$ cat src/rtl/pipe_pkg.sv
// rtl/pipe_pkg.sv - shared state encoding for pipeline stage registers
//
// Purpose: state constants and helpers reused by every pipeline stage instance
// (ID/EX, EX/MEM, MEM/WB) built on pipe_stage_reg.
package pipe_pkg;

    // Number of held entries doubles as the encoding, so occupancy is a direct decode.
    typedef enum logic [1:0] {
        ST_EMPTY = 2'd0,
        ST_ONE   = 2'd1,
        ST_FULL  = 2'd2
    } pipe_state_e;

    // Held-entry count for a state; the unused encoding reads as empty.
    function automatic logic [1:0] state_occupancy(input pipe_state_e s);
        logic [1:0] occ;
        case (s)
            ST_ONE:  occ = 2'd1;
            ST_FULL: occ = 2'd2;
            default: occ = 2'd0;
        endcase
        return occ;
    endfunction

endpackage

$ cat src/rtl/pipe_stage_reg.sv
// rtl/pipe_stage_reg.sv - two-entry skid-buffered pipeline stage register
//
// Purpose: valid/ready pipeline register with a main entry (drives out_data)
// and a skid entry, so in_ready depends only on registered state and the
// stage still sustains one transfer per cycle.
//
// Ports:
//   clk        - clock, rising edge
//   reset_n    - asynchronous active-low reset
//   flush      - discard all held entries (overrides everything else)
//   in_valid   - upstream payload valid
//   in_ready   - stage can accept a payload (low only when FULL)
//   in_data    - upstream payload, WIDTH bits
//   out_valid  - downstream payload valid
//   out_ready  - downstream accepts payload
//   out_data   - downstream payload (main register)
//   occupancy  - held entries, 0..2
//   stall_cnt  - saturating count of cycles with out_valid & !out_ready
module pipe_stage_reg
    import pipe_pkg::*;
#(
    parameter int               WIDTH      = 32,
    parameter logic [WIDTH-1:0] RESET_DATA = '0,
    parameter int               CNT_W      = 16
) (
    input  logic             clk,
    input  logic             reset_n,
    input  logic             flush,
    input  logic             in_valid,
    output logic             in_ready,
    input  logic [WIDTH-1:0] in_data,
    output logic             out_valid,
    input  logic             out_ready,
    output logic [WIDTH-1:0] out_data,
    output logic [1:0]       occupancy,
    output logic [CNT_W-1:0] stall_cnt
);

    localparam logic [CNT_W-1:0] CNT_MAX = {CNT_W{1'b1}};
    localparam logic [CNT_W-1:0] CNT_ONE = {{(CNT_W-1){1'b0}}, 1'b1};

    pipe_state_e      state_q,     state_d;
    logic [WIDTH-1:0] main_q,      main_d;
    logic [WIDTH-1:0] skid_q,      skid_d;
    logic [CNT_W-1:0] stall_cnt_q, stall_cnt_d;

    logic in_fire;
    logic out_fire;

    // Handshake outputs decode the state register only; no path from out_ready.
    assign in_ready  = (state_q == ST_EMPTY) || (state_q == ST_ONE);
    assign out_valid = (state_q == ST_ONE)   || (state_q == ST_FULL);
    assign out_data  = main_q;
    assign occupancy = state_occupancy(state_q);
    assign stall_cnt = stall_cnt_q;

    assign in_fire  = in_valid  & in_ready;
    assign out_fire = out_valid & out_ready;

    always_comb begin
        state_d     = state_q;
        main_d      = main_q;
        skid_d      = skid_q;
        stall_cnt_d = stall_cnt_q;

        if (flush) begin
            // Drop entries by state only; data registers keep their contents.
            state_d = ST_EMPTY;
        end else begin
            case (state_q)
                ST_EMPTY: begin
                    if (in_fire) begin
                        main_d  = in_data;
                        state_d = ST_ONE;
                    end
                end
                ST_ONE: begin
                    if (in_fire && out_fire) begin
                        main_d = in_data;
                    end else if (in_fire) begin
                        skid_d  = in_data;
                        state_d = ST_FULL;
                    end else if (out_fire) begin
                        state_d = ST_EMPTY;
                    end
                end
                ST_FULL: begin
                    // in_ready is low here, so in_valid cannot fire.
                    if (out_fire) begin
                        main_d  = skid_q;
                        state_d = ST_ONE;
                    end
                end
                default: state_d = ST_EMPTY;
            endcase
        end

        // Back-pressure counter saturates and survives flush.
        if (out_valid && !out_ready && !flush && (stall_cnt_q != CNT_MAX)) begin
            stall_cnt_d = stall_cnt_q + CNT_ONE;
        end
    end

    always_ff @(posedge clk or negedge reset_n) begin
        if (!reset_n) begin
            state_q     <= ST_EMPTY;
            main_q      <= RESET_DATA;
            skid_q      <= RESET_DATA;
            stall_cnt_q <= '0;
        end else begin
            state_q     <= state_d;
            main_q      <= main_d;
            skid_q      <= skid_d;
            stall_cnt_q <= stall_cnt_d;
        end
    end

endmodule

$ cat config.mk
export PLATFORM = sky130hd
export DESIGN_NAME = pipe_stage_reg
export DESIGN_NICKNAME = d
export VERILOG_FILES = /design/src/rtl/pipe_pkg.sv /design/src/rtl/pipe_stage_reg.sv
export SDC_FILE = /design/constraint.sdc
export NUM_CORES = 1
export LEC_CHECK = 0
export CORE_AREA = 3 3 92 94
export CTS_CLUSTER_DIAMETER = 40
export DETAILED_ROUTE_END_ITERATION = 10
export DIE_AREA = 0 0 95 97
export PLACE_DENSITY_LB_ADDON = 0.05
export REMOVE_ABC_BUFFERS = 1
export SETUP_SLACK_MARGIN = 0.2
export SLEW_MARGIN = 20
export SYNTH_ARGS = -nofsm -noshare
export SYNTH_HDL_FRONTEND = slang
export SYNTH_SLANG_ARGS = --single-unit
$ cat constraint.sdc
create_clock -name clk -period 3 [get_ports clk]
set_input_delay 0.6 -clock clk [delete_from_list [all_inputs] [get_ports clk]]
set_output_delay 0.6 -clock clk [all_outputs]
set_load 0.02 [all_outputs]
Word level (Yosys, flattened, before mapping)
Index checks and enable logic that the tools add are counted. Widths: inputs -> output; s select.

Word-level logic and storage cells: 44. Flip-flop bits (word level): 82. Output and inout port bits: 52. Input bits: 37.

Add/sub/neg operators: 1. Equality and inequality tests: 10. Muxes and demuxes: 12. Reduce and logical (&&, ||, !) cells: 13. Bitwise operators: 4.

Operators by type and width (number): $mux 32 (3); $pmux 32 s3 (1); $add 16x1->16 const B (1); $ne 16x16->1 const B (1); $mux 2 (6); $ne 3x3->1 const B (3); $reduce_and 4->1 (2); $pmux 2 s3 (1); $reduce_and 5->1 (1); $logic_and 1x1->1 (4); $ne 2x2->1 const B (2); $ne 4x4->1 const B (1); $pmux 2 s2 (1); $reduce_bool 3->1 (1); $and 1x1->1 (2); $eq 2x1->1 const B (1); $eq 2x2->1 const B (1); $logic_not 1->1 (2); $logic_not 2->1 (1); $logic_or 1x1->1 (2); $ne 2x1->1 const B (1); $not 1->1 (2).

Logic depth before layout (Yosys ltp)
Depth in word-level cells: 8. Gate-level depth with buffers: 8. Mapped depth without buffers: 6.

Least setup slack after synthesis
OpenSTA, ideal clock, no wires.

Path type: reg2reg. From: register state_q[0]. To: register stall_cnt_q[13] (netlist: stall_cnt[13]). Arrival time: 2.057 ns. Buffers on the path: 1. Cell stages (with the launch flop): 8. Path slack: 0.811 ns. Required time: 2.869 ns. Clock period less this slack: 2.189 ns. Cells stage by stage: dfrtp_1 inv_1 ha_1 or3b_1 buf_6 nor4_4 a21oi_1 or3b_1.

Longest elaborated chain between the ends: 5. Elaborated cells on any way between the ends: 6. Those cells by class: eq/ne (2); reduce/logical (4).

Ends and longest elaborated chain: from (decl) (RTL line pipe_stage_reg.sv:42) `pipe_state_e state_q, state_d;`; from (signal assigned) (RTL line pipe_stage_reg.sv:111) `state_q <= state_d;`; $eq 2x1->1 / $eq 2x2->1 (equally long branches) (RTL line pipe_stage_reg.sv:52) `assign out_valid = (state_q == ST_ONE) || (state_q == ST_FULL);`; $logic_or 1x1->1 * (RTL line pipe_stage_reg.sv:52); net out_valid (RTL line pipe_stage_reg.sv:32) `output logic out_valid,`; $logic_and 1x1->1 * (3 in series) (RTL line pipe_stage_reg.sv:99) `if (out_valid && !out_ready && !flush && (stall_cnt_q != CNT_MAX)) begin`; to (signal assigned) (RTL line pipe_stage_reg.sv:114) `stall_cnt_q <= stall_cnt_d;`; to (decl) (RTL line pipe_stage_reg.sv:45) `logic [CNT_W-1:0] stall_cnt_q, stall_cnt_d;`.

Mark *: on every way through the listed nets, which the timed path passes. The rest lies on a longest branch. A chain may end at the register's enable or synchronous reset.

Worst setup path after layout
From: register state_q[1]. To: output port in_ready.

Longest elaborated chain between the ends: 2. Elaborated cells on any way between the ends: 3. Those cells by class: eq/ne (1); reduce/logical (2).

Ends and longest elaborated chain: $eq 2x1->1 / $logic_not 2->1 (equally long branches) (RTL line pipe_stage_reg.sv:51) `assign in_ready = (state_q == ST_EMPTY) || (state_q == ST_ONE);`; $logic_or 1x1->1 * (RTL line pipe_stage_reg.sv:51); to (decl) (RTL line pipe_stage_reg.sv:30) `output logic in_ready,`.

Every way passes the cells marked *; elsewhere a longest branch is shown, timed or not.

==> summary.txt <==
Run status
  – Run status: completed

Critical path
  – Maximum fanout along the worst path: 6
  – FF-to-FF Start: state_q[0]
  – Crit Reg-Reg Endpoint: stall_cnt[13]
  – Crit end category: output port
  – Kind of start point of the critical path: register
  – Depth of the worst register-to-register path: 6
  – Type of the worst setup path: register to output port
  – Critical path required time: 2.40 ns
  – Arrival time worst endpoint: 1.85 ns
  – R2R setup slack: 0.73 ns

Placement
  – Worst slack at placement: 0.490 ns
  – Detailed placer's ending HPWL: 4.94 mm
  – # port buffers: 88
  – Global placement routability congestion: 0.769

Clock tree
  – Post-CTS Setup Repair Bufs: 0
  – CTS tree: yes
  – Count of instances resized after the clock tree is built: 0
  – Number of buffers inserted by hold repair at cts: 0
  – Clock-pin slew of the registers on the worst-case setup and hold paths: 0.08 ns
  – H-tree level count: 3
  – Clock root buffer: clkbuf_8
  – Number of buffers between clock root and the deepest sink: 2
  – Number of clock sinks: 82
  – Number of buffers created by CTS: 9
  – Worst-Skew Late Latency: 0.34 ns

Synthesis
  – Synthesized flop and latch total: 82
  – Total number of yosys warnings: 0
  – Part of the Yosys area used for sequential elements: 54.0%
  – Netlist area before placement: 3800 um^2
  – Number of instances in the synthesized netlist: 277
  – Mean area per synthesized cell: 13.7 um^2
  – Unique masters post-synth: 35

GRT
  – All-layer global routing usage: 16.1%
  – Remaining global-route overflow: 0
  – Number of antenna violations at the first check in global routing: 0
  – Pin count of the biggest net entering global routing: 83
  – Global-route wire length before repair: 11.8 mm
  – Via count of the first global-routing pass: 2,493

Floorplan
  – Floorplan core area: 7730 um^2
  – Num rows: 32
  – Starting utilization of the core area: 49.1%
  – Area enclosed by the die boundary: 9220 um^2
  – Top-level I/O count: 89
  – DIE HEIGHT: 97 um
  – Die X-Extent: 95 um

Drt
  – Vias post-DR: 2,506
  – Number of iterations in the first detailed-routing pass: 4
  – Count of antenna-violating nets left after detailed routing: 0
  – Drc violations: 0
  – Total length of routed wires: 7.34 mm
  – Detailed-route vias per instance: 5.29
  – Starting DRT DRC Count: 57
  – WL per Instance: 15.5 um

Power and ir drop
  – Post-route total power: 0.00453 W
  – Total power divided by cell area: 900 nW/um^2
  – Maximum resistive drop on vdd: 549 uV
  – Static Leak: 2.09 nW

STA
  – Top achievable clock speed: 408 MHz
  – Least-Margin Pin Slew: 0.729 ns
  – Setup repair after global routing missed its margin: false
  – Clock Skews: 0.0105 ns
  – Hold violation count in the final report: 0
  – Final setup fails: 0
  – Worst-case hold slack: 0.281 ns
  – Final worst-path setup slack: 0.552 ns
  – Worst relative slew slack: 51.4%
  – Setup total negative slack: 0 ns
  – Final period demand of the worst path: 2.45 ns
  – Period utilisation layout: 81.6%
  – Number of pins with negative max-slew slack in the final report: 0

Cells and area
  – Antenna cells: 0
  – Area Growth Syn to Fin: 32.7%
  – Final nets: 410
  – FILL cells: 582
  – Share of final-layout standard cells stronger than drive strength 1: 33.6%

Flow run
  – Reported max-cap violation count: 0

Worst hold path
  – Tightest Hold Check Type: input port to asynchronous set/reset pin
-- layer usage --
layer	global-route usage, %	up-vias	wire length, um
met2	25.4	60	3520
met4	5.66	0	54
li1	-	1189	-
met3	3.50	5	370
met5	0	-	0
met1	21.8	1252	3400
-- state kept, by name, indices dropped and copies added, names as in the netlist --
register and cells:
state_q 2, skid_q 32, stall_cnt 16, out_data 32
-- worst max path at each step --
stage | start | endpoint | slack [ns] | depth (start not counted)
after floorplan | state_q[0] | out_data[0] | -1.07 | 5
after global placement | flush | stall_cnt[13] | 0.51 | 5
after detailed placement | out_ready | stall_cnt[13] | 0.49 | 5
after CTS | state_q[1] | in_ready | 0.53 | 5
after global routing | state_q[1] | in_ready | 0.44 | 5
final | state_q[1] | in_ready | 0.55 | 5
-- synth_stat cells (all sizes together) --
master    n  area share, %
mux2     99             29
dfrtp    82             54
nand3    11            1.4
buf       9            1.3
nand2     9           0.89
xor2      7            1.6
inv       6           0.59
nor3      6           0.92
ha        5            1.6
nor2      5           0.49
and3      4           0.66
and4      3           0.69
clkbuf    3           0.30
nor2b     3           0.49
xnor2     3           0.69
a211o     2           0.46
a21oi     2           0.26
a31oi     2           0.33
nand4     2           0.33
or3b      2           0.46
a2bb2oi   1           0.23
a41oi     1           0.23
and2      1           0.16
and4b     1           0.26
and4bb    1           0.33
mux2i     1           0.26
nor3b     1           0.20
nor4      1           0.56
o211ai    1           0.20
o21ai     1           0.13
o31ai     1           0.20
o41ai     1           0.23
-- cell families (layout without fill, tap and decap cells) --
group / count (synthesis) / after routing / share of synthesized area (%)
compound gates: 12 / 12 / 2.27
xor+xnor: 10 / 10 / 2.31
fa+ha+maj: 5 / 5 / 1.65
buf+inv: 18 / 113 / 2.21
flops: 82 / 82 / 54.0
mux: 100 / 100 / 29.6
simple gates: 50 / 50 / 7.91
-- final cells by class --
class                   count  area (um^2)  area share, %
multi-input cells         177         1680           33.4
inverters                   6         22.5          0.447
clock buffers               9          124           2.46
repair buffers             92          937           18.6
flip-flops and latches     82         2050           40.7
well taps                 102          128           2.53
clock inverters             6         92.6           1.84
-- through the flow --
stage | util (%) | area (um^2) | std cells
3_3_place_gp | 62.4 | 4820 | 459
4_1_cts | 65.2 | 5040 | 474
6_report | 65.2 | 5040 | 474
5_1_grt | 65.2 | 5040 | 474
2_1_floorplan | - | 3740 | 265
3_5_place_dp | 62.4 | 4820 | 459
-- cell usage in the layout, fill, tap and decap left out, types with 2 or more instances in the layout --
| master | netlist | routed |
|---|---|---|
| and3_1 | 4 | 4 |
| dfrtp_1 | 82 | 82 |
| nand4_1 | 2 | 2 |
| bufinv_16 | 0 | 2 |
| buf_4 | 0 | 2 |
| nand2_1 | 9 | 9 |
| clkinv_4 | 0 | 2 |
| and4_1 | 3 | 3 |
| nor3_2 | 1 | 2 |
| buf_12 | 0 | 2 |
| or3b_1 | 2 | 2 |
| xor2_1 | 7 | 7 |
| a21oi_1 | 2 | 2 |
| ha_1 | 5 | 4 |
| nor2b_1 | 3 | 3 |
| xnor2_1 | 3 | 3 |
| clkdlybuf4s50_1 | 0 | 87 |
| inv_1 | 6 | 6 |
| nand3_1 | 11 | 11 |
| nor3_1 | 5 | 4 |
| a211o_1 | 2 | 2 |
| mux2_2 | 99 | 99 |
| nor2_1 | 5 | 5 |
| clkbuf_8 | 0 | 9 |
| clkinvlp_4 | 0 | 2 |
-- report_power, final --
group	switching, W	internal, W	total, W
Sequential	0.000246	0.00158	0.00182
Clock	0.000399	0.000467	0.000865
Combinational	0.000810	0.00103	0.00184
-- critical path, cell delays in order, from the launching register on --
cell	delay, ns
dfrtp_1	0.41
inv_1	0.11
ha_1	0.26
nor2_1	0.08
inv_1	0.06
clkdlybuf4s50_1	0.61
Note: power is estimated with default switching activity, not from simulation.
